<file path="src/rtl/ecc_op_scheduler.sv">
// ECC coprocessor op scheduler: in-order issue queue feeding NUM_UNITS modular
// arithmetic units, with a backpressured result port, illegal-op and timeout exceptions.
module ecc_op_scheduler #(
    parameter int XLEN      = 64,
    parameter int ID_W      = 4,
    parameter int QDEPTH    = 4,
    parameter int NUM_UNITS = 4,
    parameter int TIMEOUT   = 1024
) (
    input  logic                      clk_i,
    input  logic                      rst_i,
    input  logic                      issue_valid_i,
    output logic                      issue_ready_o,
    input  logic [ID_W-1:0]           issue_id_i,
    input  logic [2:0]                issue_funct3_i,
    input  logic [4:0]                issue_rd_i,
    input  logic [XLEN-1:0]           issue_rs1_i,
    input  logic [XLEN-1:0]           issue_rs2_i,
    output logic [NUM_UNITS-1:0]      unit_start_o,
    input  logic [NUM_UNITS-1:0]      unit_done_i,
    input  logic [NUM_UNITS*XLEN-1:0] unit_result_i,
    output logic [XLEN-1:0]           a_o,
    output logic [XLEN-1:0]           b_o,
    output logic [XLEN-1:0]           modulo_o,
    output logic                      modulo_we_o,
    output logic                      result_valid_o,
    input  logic                      result_ready_i,
    output logic [ID_W-1:0]           result_id_o,
    output logic [4:0]                result_rd_o,
    output logic                      result_we_o,
    output logic [XLEN-1:0]           result_data_o,
    output logic                      result_exc_o,
    output logic                      busy_o
);

    localparam int AW = $clog2(QDEPTH);
    localparam int CW = $clog2(QDEPTH + 1);
    localparam int TW = (TIMEOUT > 0) ? $clog2(TIMEOUT + 1) : 1;

    typedef enum logic [1:0] {S_IDLE, S_START, S_WAIT, S_RESP} state_t;

    state_t r_state, w_state_nx;

    // issue queue storage (contents need no reset; validity is tracked by r_count)
    logic [ID_W-1:0] r_q_id  [QDEPTH];
    logic [2:0]      r_q_f3  [QDEPTH];
    logic [4:0]      r_q_rd  [QDEPTH];
    logic [XLEN-1:0] r_q_rs1 [QDEPTH];
    logic [XLEN-1:0] r_q_rs2 [QDEPTH];
    logic [AW-1:0]   r_wptr, r_rptr;
    logic [CW-1:0]   r_count;

    logic [ID_W-1:0] r_op_id;
    logic [2:0]      r_op_f3;
    logic [4:0]      r_op_rd;
    logic [XLEN-1:0] r_op_rs1, r_op_rs2;

    logic [XLEN-1:0] r_a, r_b, r_mod, r_res_data;
    logic            r_res_we, r_res_exc;
    logic [TW-1:0]   r_tcnt;

    logic                 w_push, w_pop, w_mod_we, w_done, w_timeout, w_legal;
    logic [NUM_UNITS-1:0] w_sel, w_start;
    logic [XLEN-1:0]      w_res;
    logic [TW-1:0]        w_tcnt_nx;

    assign issue_ready_o = (r_count != CW'(QDEPTH));
    assign w_push        = issue_valid_i & issue_ready_o;

    // funct3 k selects unit k-1; anything outside 1..NUM_UNITS decodes to no unit
    for (genvar k = 0; k < NUM_UNITS; k++) begin : g_sel
        assign w_sel[k] = (r_op_f3 == 3'(k + 1));
    end

    assign w_legal = |w_sel;
    assign w_done  = |(unit_done_i & w_sel);

    always_comb begin
        w_res = '0;
        for (int k = 0; k < NUM_UNITS; k++) begin
            if (w_sel[k]) w_res = unit_result_i[k*XLEN +: XLEN];
        end
    end

    assign w_tcnt_nx = r_tcnt + TW'(1);
    assign w_timeout = (TIMEOUT > 0) && (w_tcnt_nx == TW'(TIMEOUT));

    always_ff @(posedge clk_i or posedge rst_i) begin
        if (rst_i) r_state <= S_IDLE;
        else       r_state <= w_state_nx;
    end

    always_comb begin
        w_state_nx = r_state;
        w_pop      = 1'b0;
        w_start    = '0;
        w_mod_we   = 1'b0;
        case (r_state)
            S_IDLE: begin
                if (r_count != CW'(0)) begin
                    w_pop      = 1'b1;
                    w_state_nx = S_START;
                end
            end
            S_START: begin
                if (r_op_f3 == 3'd0) begin
                    w_mod_we   = 1'b1;
                    w_state_nx = S_RESP;
                end else if (w_legal) begin
                    w_start    = w_sel;
                    w_state_nx = S_WAIT;
                end else begin
                    w_state_nx = S_RESP;
                end
            end
            // a done in the timeout cycle still completes normally
            S_WAIT: begin
                if (w_done || w_timeout) w_state_nx = S_RESP;
            end
            S_RESP: begin
                if (result_ready_i) w_state_nx = S_IDLE;
            end
            default: w_state_nx = S_IDLE;
        endcase
    end

    always_ff @(posedge clk_i) begin
        if (w_push) begin
            r_q_id[r_wptr]  <= issue_id_i;
            r_q_f3[r_wptr]  <= issue_funct3_i;
            r_q_rd[r_wptr]  <= issue_rd_i;
            r_q_rs1[r_wptr] <= issue_rs1_i;
            r_q_rs2[r_wptr] <= issue_rs2_i;
        end
    end

    always_ff @(posedge clk_i or posedge rst_i) begin
        if (rst_i) begin
            r_wptr  <= '0;
            r_rptr  <= '0;
            r_count <= '0;
        end else begin
            if (w_push) r_wptr <= r_wptr + AW'(1);
            if (w_pop)  r_rptr <= r_rptr + AW'(1);
            if (w_push && !w_pop)      r_count <= r_count + CW'(1);
            else if (!w_push && w_pop) r_count <= r_count - CW'(1);
        end
    end

    always_ff @(posedge clk_i or posedge rst_i) begin
        if (rst_i) begin
            r_op_id    <= '0;
            r_op_f3    <= '0;
            r_op_rd    <= '0;
            r_op_rs1   <= '0;
            r_op_rs2   <= '0;
            r_a        <= '0;
            r_b        <= '0;
            r_mod      <= '0;
            r_res_data <= '0;
            r_res_we   <= 1'b0;
            r_res_exc  <= 1'b0;
            r_tcnt     <= '0;
        end else begin
            case (r_state)
                S_IDLE: begin
                    if (w_pop) begin
                        r_op_id  <= r_q_id[r_rptr];
                        r_op_f3  <= r_q_f3[r_rptr];
                        r_op_rd  <= r_q_rd[r_rptr];
                        r_op_rs1 <= r_q_rs1[r_rptr];
                        r_op_rs2 <= r_q_rs2[r_rptr];
                    end
                end
                S_START: begin
                    r_res_data <= '0;
                    r_res_we   <= 1'b0;
                    r_res_exc  <= 1'b0;
                    if (r_op_f3 == 3'd0) begin
                        r_mod <= r_op_rs1;
                    end else if (w_legal) begin
                        r_a    <= r_op_rs1;
                        r_b    <= r_op_rs2;
                        r_tcnt <= '0;
                    end else begin
                        r_res_exc <= 1'b1;
                    end
                end
                S_WAIT: begin
                    if (w_done) begin
                        r_res_data <= w_res;
                        r_res_we   <= 1'b1;
                        r_res_exc  <= 1'b0;
                    end else if (w_timeout) begin
                        r_res_data <= '0;
                        r_res_we   <= 1'b0;
                        r_res_exc  <= 1'b1;
                    end else begin
                        r_tcnt <= w_tcnt_nx;
                    end
                end
                default: ;
            endcase
        end
    end

    assign unit_start_o   = w_start;
    assign modulo_we_o    = w_mod_we;
    assign a_o            = r_a;
    assign b_o            = r_b;
    assign modulo_o       = r_mod;
    assign result_valid_o = (r_state == S_RESP);
    assign result_id_o    = r_op_id;
    assign result_rd_o    = r_op_rd;
    assign result_we_o    = r_res_we;
    assign result_data_o  = r_res_data;
    assign result_exc_o   = r_res_exc;
    assign busy_o         = (r_count != CW'(0)) || (r_state != S_IDLE);

endmodule

</file>
<file path="config.mk">
export PLATFORM = sky130hd
export DESIGN_NAME = ecc_op_scheduler
export DESIGN_NICKNAME = d
export VERILOG_FILES = /design/src/rtl/ecc_op_scheduler.sv
export SDC_FILE = /design/constraint.sdc
export NUM_CORES = 1
export LEC_CHECK = 0
export CORE_MARGIN = 3
export CORE_UTILIZATION = 57
export DETAILED_ROUTE_END_ITERATION = 6
export GPL_ROUTABILITY_DRIVEN = 0
export PLACE_DENSITY = 0.92
export SYNTH_ARGS = -nofsm -noshare
export SYNTH_HDL_FRONTEND = slang
export SYNTH_SLANG_ARGS = --single-unit
</file>
<file path="constraint.sdc">
create_clock -name clk_i -period 40.8 [get_ports clk_i]
set_input_delay 8.16 -clock clk_i [delete_from_list [all_inputs] [get_ports clk_i]]
set_output_delay 8.16 -clock clk_i [all_outputs]
set_load 0.02 [all_outputs]
</file>
==> metrics.cfg, run 1 <==
[setup_path]
critPathMaxFanout = 30
crit_arrival_ns = 3.23
critical_path.endpoint_type = output pin
critPathLaunchType = register
critical_path_required_ns = 32.64
timing_worst_setup_path_type = register to output pin

[place]
placed_instance_area_um2 = 45530
port_buffers = 678
pre_cts_slack_ns = 29.42
dp_hpwl_mm = 72.24

[clock_network]
clock-sinks = 978
cts-htree-levels = 3
cts_hold_buffers = 0
cts_tree = built
numCtsBuffers = 94
cts-resized-gates = 0
post-cts-setup-buffer-count = 0
root_buffer = clkbuf_16
clock_tree.buffer_depth = 3
clock_insertion_delay_worst_skew_ns = 0.66
worst_path_clk_slew_ns = 0.06

[global_routing]
gr_util_all_layers_pct = 31.54
grt.met1_usage_pct = 37.26
grt_busiest_layer = met2
antenna_found_initial = 35
total_overflow_reported_by_the_global_router = 0
groute.layer.met2.usage_pct = 53.57
first_global_vias = 24100
maximum_number_of_pins_on_one_net_before_global_route_repair = 113
grt_first_pass_wirelength_mm = 161.9
use_met3_pct = 7.777

[drt]
route.detailed.drc = 0
antenna_violating_nets_post_route = 0
total_routed_length_mm = 111.6
viasPerCell = 6.232
drt_first_pass_iters = 6
num_vias = 22770
drt_first_iter_violations = 2025
post_drt_wl_per_cell_um = 30.53

[sta]
min_period_over_period_pct = 27.93
fin_setup_tns_ns = 0
worst_slew_margin_rel_pct = 18.19
fin_crit_ns = 11.39
timing_hold_violations_final = 0
grt_setup_unrepaired = no
pnr_worst_setup_slack_ns = 29.41
final.setup_skew_ns = 0.04859
count_of_final_setup_violators = 0
max_slew.worst_pin.slew_ns = 1.227
f_max_mhz = 87.76
hold_ws_ns = 0.5020
slew_viol_final = 0

[final_layout]
regArea_um2 = 27290
area_delta_synth_final_pct = 28.45
nets = 3098
filler_cell_count_in_the_final_layout = 3564
final_core_utilization_pct = 74.07
stdcell_area_um2 = 48790
layout_commonest_cell = clkdlybuf4s50_1
multi_input_comb_area_um2 = 10130
most-common-layout-cells = clkdlybuf4s50_1, edfxtp_1, dfrtp_1
layout-drive-gt1-share_pct = 24.07

[min_path]
hold_path_class = register to register

[power_and_ir_drop]
total_leakage_power_uw = 0.01808
peakVddDrop_mv = 0.06899
pwr_density_cell_nw_per_um2 = 80.79

[die]
fp-row-count = 94
fp.dieH_um = 264.1
horiz_die_dim_um = 264.1
design.die.area_um2 = 69770
start_util_pct = 57.67
floorplan.core_area_um2 = 65860
top_level_ports = 679

[synth]
synthArstFlopShare_pct = 42.74
syn-instance-count = 2014
yosys.cell_types.count = 55
largest_area_contributor_in_the_netlist = edfxtp_1
ys_flop_type = edfxtp_1
seq_area_frac_synth_pct = 71.81
synthesis.area_um2 = 37980
mappedNetlistNets = 2431
ys_ff_latch = 978
post_synth_main_area_contributors = edfxtp_1, dfrtp_1, mux2_2, mux4_2, mux2i_1
syn_area_per_cell_um2 = 18.86
ys_warn_count = 0
proportion_of_netlist_area_held_by_the_largest_area_contributor_pct = 44.27
synth-edff-count = 560

[run_status]
status = complete, no violations

[flow_run]
max_cap_violations = 0

registers in the layout (all words and copies together), names as in the netlist:
| signal | cells |
|---|---|
| r_q_rs2 | 256 |
| r_op_rs1 | 64 |
| result_data_o | 64 |
| r_rptr | 2 |
| r_q_f3 | 12 |
| r_q_rs1 | 256 |
| a_o | 64 |
| r_count | 3 |
| r_op_f3 | 3 |
| r_q_rd | 20 |
| r_tcnt | 11 |
| r_q_id | 16 |
| result_id_o | 4 |
| b_o | 64 |
| result_rd_o | 5 |
| modulo_o | 64 |
| result_exc_o | 1 |
| result_we_o | 1 |
| r_state | 2 |
| r_op_rs2 | 64 |
| r_wptr | 2 |
critical path, stage by stage, from the launching register on:
cell             delay, ns
dfrtp_1               0.42
inv_1                 0.15
ha_1                  0.41
nor2b_1               0.30
and2_4                0.59
clkdlybuf4s50_1       0.74
layer usage:
metal | share of wire [%] | routed length (µm)
met1 | 35 | 38530
met2 | 51 | 57030
met3 | 8.4 | 9379
met5 | 0.18 | 197
met4 | 5.8 | 6417
cell type report:
| type | instances | area share (%) |
|---|---|---|
| antenna | 27 | 0.1385 |
| clock buffer | 125 | 5.381 |
| clock inverter | 53 | 1.149 |
| inverter | 11 | 0.1000 |
| multi-input combinational | 893 | 20.76 |
| sequential | 978 | 55.93 |
| tap | 864 | 2.216 |
| timing repair buffer | 703 | 14.32 |
logic make-up (layout without fill, tap and decap cells):
family          Yosys count  in the layout  synth area share (%)
compound gates          233            233                 4.520
xor+xnor                  8              8                0.1845
fa+ha+maj                13             13                0.4480
buf+inv                 143            892                 1.690
flops                   978            978                 71.81
mux                     537            537                 19.86
other cells               0             27                     0
simple gates            102            102                 1.482
synthesized netlist by cell type, drive strengths merged, types with 3 or more instances:
cell      n
nand4     9
a31oi     3
mux2i    64
nor2     16
clkbuf   68
nand2b    3
nor2b     3
a22o     64
nor3      7
o211ai    6
edfxtp  560
and3     11
o22ai    62
o21ai     7
nand2    22
ha       12
mux4    140
a21oi    18
nand4b    4
xor2      4
nand3    11
inv      11
buf      64
mux2    333
dfrtp   418
or4       4
xnor2     4
a22oi    61
stage by stage:
stage          cells  total power [µW]
3_5_place_dp    3449              3029
5_1_grt         3648              4080
3_3_place_gp    3449              2950
4_1_cts         3627              3956
6_report        3654              3941
2_1_floorplan   2014              2439
report_power, final:
group	internal [µW]	switching [µW]
clock network	509	383
logic	709	743
registers	1370	223
total	2590	1350
path summary, 6_finish.rpt:
path / from / to / slack, ns / depth (start not counted)
min reg2reg: r_op_rs2[52] / r_op_rs2[52] / 0.50 / 1
max: r_state[1] / modulo_we_o / 29.41 / 5
min: r_op_rs2[52] / r_op_rs2[52] / 0.50 / 1
max reg2reg: r_count[0] / r_op_rs1[15] / 36.90 / 5
max in group asynchronous: rst_i / modulo_o[29] / 30.44 / 4
min in group asynchronous: rst_i / modulo_o[49] / 8.01 / 2
No activity file was read; power rests on OpenSTA's default activity.
==> run 2, diff against run 1 <==
--- a/config.mk
+++ b/config.mk
@@ -6,10 +6,10 @@
 export NUM_CORES = 1
 export LEC_CHECK = 0
 export CORE_MARGIN = 3
-export CORE_UTILIZATION = 57
+export CORE_UTILIZATION = 48
 export DETAILED_ROUTE_END_ITERATION = 6
 export GPL_ROUTABILITY_DRIVEN = 0
-export PLACE_DENSITY = 0.92
+export PLACE_DENSITY = 0.83
 export SYNTH_ARGS = -nofsm -noshare
 export SYNTH_HDL_FRONTEND = slang
 export SYNTH_SLANG_ARGS = --single-unit
==> constraint.sdc (replaced) <==
create_clock -name clk_i -period 9.95 [get_ports clk_i]
set_input_delay 1.99 -clock clk_i [delete_from_list [all_inputs] [get_ports clk_i]]
set_output_delay 1.99 -clock clk_i [all_outputs]
set_load 0.02 [all_outputs]
==> metrics.cfg, run 2 (synthesized netlist as in run 1, its figures left out) <==
[run_status]
status = complete, no violations

[global_routing]
antenna_found_initial = 36
total_overflow_reported_by_the_global_router = 0
first_global_vias = 23260
grt_first_pass_wirelength_mm = 150.9
gr_util_all_layers_pct = 24.57
maximum_number_of_pins_on_one_net_before_global_route_repair = 169

[clock_network]
cts-htree-levels = 3
clock_tree.buffer_depth = 3
clock-sinks = 978
cts_hold_buffers = 0
cts-resized-gates = 0
clock_insertion_delay_worst_skew_ns = 0.65
post-cts-setup-buffer-count = 0
worst_path_clk_slew_ns = 0.06
cts_tree = built
root_buffer = clkbuf_16
numCtsBuffers = 96

[min_path]
hold_path_end = result_we_o
min_from = result_we_o
hold_path_class = register to register
hold-path-cell-count = 1

[place]
pre_cts_slack_ns = 5.401
port_buffers = 678
dp_hpwl_mm = 68.64
number_of_cells_in_the_design_after_placement = 3627
placed_instance_area_um2 = 45780

[final_layout]
layout_commonest_cell = clkdlybuf4s50_1
nets = 3102
registers_with_the_most_flip_flops = r_q_rs1: 256 flops, r_q_rs2: 256 flops
layout-drive-gt1-share_pct = 23.81
most-common-layout-cells = clkdlybuf4s50_1, edfxtp_1, dfrtp_1
stdcell_area_um2 = 48960
area_delta_synth_final_pct = 28.91
layoutNonFillerInstCount = 3829

[drt]
antenna_violating_nets_post_route = 0
num_vias = 21930
viasPerCell = 5.727
post_drt_wl_per_cell_um = 27.04
drt_first_pass_iters = 6
total_routed_length_mm = 103.6
route.detailed.drc = 0
drt_first_iter_violations = 1780

[power_and_ir_drop]
cell_internal_pwr_uw = 10570
total_leakage_power_uw = 0.01805
p_sw_share_pct = 33.52
sequentialPowerShare_pct = 40.7
switching_power_uw = 5329
pwr_density_cell_nw_per_um2 = 324.7
peakVddDrop_mv = 0.2667
power.share.clock_pct = 22.4
combinationalPowerShare_pct = 36.9

[sta]
f_max_mhz = 197.5
hold_ws_ns = 0.4898
fin_crit_ns = 5.062
worst_slew_margin_rel_pct = 14.45
max_slew.worst_pin.slew_ns = 1.283
slew_viol_final = 0
pnr_worst_setup_slack_ns = 4.888
min_period_over_period_pct = 50.88
count_of_final_setup_violators = 0
final.setup_skew_ns = 0.05223
timing_hold_violations_final = 0
fin_setup_tns_ns = 0
grt_setup_unrepaired = no

[flow_run]
max_cap_violations = 0

[setup_path]
critPathMaxFanout = 24
critical_path.endpoint_type = output pin
timing_worst_setup_path_type = register to output pin
critPathLaunchType = register
r2r_cells = 5
critical_path_required_ns = 7.96
crit_arrival_ns = 3.07
endpoint_of_the_most_critical_register_to_register_path = r_op_rs1[63]
setup.reg_to_reg.worst_slack_ns = 5.69
timing.rr.start = r_count[0]

[die]
start_util_pct = 48.71
design.die.area_um2 = 82540
floorplan.core_area_um2 = 77980
fp.dieH_um = 287.3
horiz_die_dim_um = 287.3
fp-row-count = 102
top_level_ports = 679

==> run 2: cell count changes in the layout (fill, tap and decap cells not counted), moves of 2 or more <==
cell,previous run,this run
inv_6,5,1
clkinv_2,15,17
clkbuf_1,17,31
inv_16,2,0
clkinv_8,0,4
diode_2,27,21
clkinv_1,16,13
clkbuf_8,11,6
==> run 2: layout make-up <==
type / count / area, µm²
clock buffer: 133 / 2601
sequential: 978 / 27290
fill: 5273 / 29010
clock inverter: 48 / 531.8
inverter: 11 / 45.04
tap: 1040 / 1301
antenna: 21 / 52.55
multi-input combinational: 893 / 10130
timing repair buffer: 705 / 7014
==> run 2: stage by stage <==
stage | util, % | power, µW
3_5_place_dp | 58.71 | 12370
5_1_grt | 62.77 | 16580
6_report | 62.79 | 15900
4_1_cts | 62.72 | 16010
3_3_place_gp | 58.71 | 12120
2_1_floorplan | - | 10000
==> run 2: worst max-delay path, cell delays in order, from the launching register on <==
cell and delay [ns]:
dfrtp_1 0.42, inv_1 0.15, ha_1 0.33, nor2b_1 0.27, and2_4 0.48, clkdlybuf4s50_1 0.70
==> run 2: worst max path at each step <==
stage | startpoint | endpoint | cells after the start
after CTS | r_state[1] | modulo_we_o | 5
final | r_state[1] | modulo_we_o | 5
after detailed placement | rst_i | r_rptr[0] | 4
after floorplan | rst_i | a_o[0] | 1
after global routing | r_state[1] | modulo_we_o | 5
after global placement | rst_i | r_rptr[0] | 4
==> run 2: power by group through the flow <==
stage | logic (µW) | clock network (µW) | registers, µW
after global placement | 5690 | 0 | 6430
after global routing | 6180 | 3800 | 6590
final | 5860 | 3570 | 6470
after CTS | 5910 | 3630 | 6470
after detailed placement | 5860 | 0 | 6520
after floorplan | 3230 | 0 | 6770
==> run 2: routing by layer <==
| metal | vias to the layer above | global-route usage [%] | wire (µm) |
|---|---|---|---|
| met5 | - | 0 | 185 |
| met4 | 28 | 10.67 | 4277 |
| met3 | 197 | 6.265 | 8045 |
| met2 | 932 | 42.87 | 54120 |
| met1 | 11410 | 28.81 | 36930 |
| li1 | 9364 | - | - |
==> run 3, diff against run 2 <==
==> constraint.sdc (replaced) <==
create_clock -name clk_i -period 4.18 [get_ports clk_i]
set_input_delay 0.836 -clock clk_i [delete_from_list [all_inputs] [get_ports clk_i]]
set_output_delay 0.836 -clock clk_i [all_outputs]
set_load 0.02 [all_outputs]
==> metrics.cfg, run 3 (synthesized netlist as in run 1, its figures left out) <==
[power_and_ir_drop]
total_leakage_power_uw = 0.01828
peakVddDrop_mv = 0.5728
pwr_density_cell_nw_per_um2 = 769.7
power_consumption_uw = 38050

[flow_run]
max_cap_violations = 0

[final_layout]
nets = 3133
layout_commonest_cell = clkdlybuf4s50_1
stdcell_area_um2 = 49440
most-common-layout-cells = clkdlybuf4s50_1, edfxtp_1, dfrtp_1
area_delta_synth_final_pct = 30.16
regArea_um2 = 27290
multi_input_comb_area_um2 = 10130
registers_with_the_most_flip_flops = r_q_rs1: 256 flops, r_q_rs2: 256 flops
final_core_utilization_pct = 63.40
layout-drive-gt1-share_pct = 24.95
filler_cell_count_in_the_final_layout = 5183
layoutNonFillerInstCount = 3857

[setup_path]
critical_path.endpoint_type = output pin
cp_cell_sequence = inv_1 > ha_1 > nor2b_1 > and2_4 > clkdlybuf4s50_1
timing.critical_path.slowest_stage_cell = clkdlybuf4s50_1
critical_path_required_ns = 3.34
timing_worst_setup_path_type = register to output pin
critPathMaxFanout = 6
crit_arrival_ns = 2.92
timing.critical_path.buf_inv = 2
cpPeakStageDelay_ns = 0.63
critPathLaunchType = register
cpLargestDelayFamily = buffers and inverters

[sta]
f_max_mhz = 266.5
worst_slew_margin_rel_pct = 11.51
final.setup_skew_ns = 0.07670
grt_setup_unrepaired = no
slew_viol_final = 0
timing_hold_violations_final = 0
min_period_over_period_pct = 89.76
pnr_worst_setup_slack_ns = 0.4281
fin_crit_ns = 3.752
max_slew.worst_pin.slew_ns = 1.322
count_of_final_setup_violators = 0

[die]
horiz_die_dim_um = 287.3
start_util_pct = 48.71
fp.dieH_um = 287.3
floorplan.core_area_um2 = 77980
top_level_ports = 679
design.die.area_um2 = 82540
fp-row-count = 102

[clock_network]
clock-sinks = 978
clock_insertion_delay_worst_skew_ns = 0.68
numCtsBuffers = 96
cts-resized-gates = 0
root_buffer = clkbuf_16
cts_tree = built
cts_hold_buffers = 0
worst_path_clk_slew_ns = 0.06
clock_tree.buffer_depth = 3
post-cts-setup-buffer-count = 0
cts-htree-levels = 3

[drt]
post_drt_wl_per_cell_um = 26.91
antenna_violating_nets_post_route = 0
route.detailed.drc = 0
num_vias = 22160
drt_first_pass_iters = 5
viasPerCell = 5.744
total_routed_length_mm = 103.8
drt_first_iter_violations = 1558

[global_routing]
maximum_number_of_pins_on_one_net_before_global_route_repair = 82
total_overflow_reported_by_the_global_router = 0
gr_util_all_layers_pct = 24.72
grt_first_pass_wirelength_mm = 151.9
first_global_vias = 23640
antenna_found_initial = 24

[place]
placed_instance_area_um2 = 46190
pre_cts_slack_ns = 0.7791
dp_hpwl_mm = 69.44
number_of_cells_in_the_design_after_placement = 3658
port_buffers = 678

[min_path]
hold_path_class = register to register

[run_status]
status = complete, no violations

## run 3: changes by cell type in the layout (fill, tap and decap cells not counted), sizes merged
| cell | before | now |
|---|---|---|
| buf | 27 | 58 |
| bufinv | 7 | 4 |
| clkbuf | 133 | 134 |
| clkinv | 37 | 35 |
| clkinvlp | 1 | 5 |
| diode | 21 | 19 |
| inv | 14 | 13 |
## run 3: final timing paths
check | start | end | slack (ns) | depth (start not counted)
min reg2reg | r_op_rs2[57] | b_o[57] | 0.46 | 1
max | r_state[1] | modulo_we_o | 0.43 | 5
max reg2reg | r_tcnt[0] | result_data_o[37] | 1.05 | 8
min | r_op_rs2[57] | b_o[57] | 0.46 | 1
min in group asynchronous | rst_i | result_data_o[49] | 0.76 | 2
max in group asynchronous | rst_i | r_rptr[1] | 2.26 | 3
## run 3: power breakdown
part           internal, µW  switching [µW]  total, µW
clock network          4820            3750       8570
logic                  7100            7050      14200
registers             13400            1940      15300
## run 3: area by class of cell
class                           count  area share (%)
Multi-Input combinational cell    893           20.49
Antenna cell                       19         0.09618
Inverter                           11         0.09111
Clock buffer                      134           5.439
Sequential cell                   978           55.20
Timing Repair Buffer              736           15.01
Clock inverter                     46           1.040
Tap cell                         1040           2.632
## run 3: stage by stage
stage	hold WS, ns	TNS [ns]
after floorplan	0.4636	-958.70
after global placement	0.4645	0
after detailed placement	0.4720	0
after CTS	0.4605	0
after global routing	0.4877	0
final	0.4620	0
## run 3: worst register-to-register path, stage by stage, from the launching register on
cell and delay (ns):
dfrtp_1 0.51, ha_1 0.38, and4_1 0.29, a21boi_1 0.12
a2111oi_4 0.43, a31o_2 0.30, o21ai_4 0.34, buf_4 0.37
a22o_1 0.26
## run 3: per-layer routing
| metal | share of wire (%) | vias to the layer above | track usage (%) | wire (µm) |
|---|---|---|---|---|
| met5 | 0.11 | - | 0 | 117 |
| met4 | 4.3 | 16 | 10.27 | 4449 |
| met3 | 7.7 | 212 | 6.725 | 7944 |
| met2 | 53 | 946 | 44.10 | 54840 |
| met1 | 35 | 11560 | 28.00 | 36430 |
| li1 | - | 9425 | - | - |
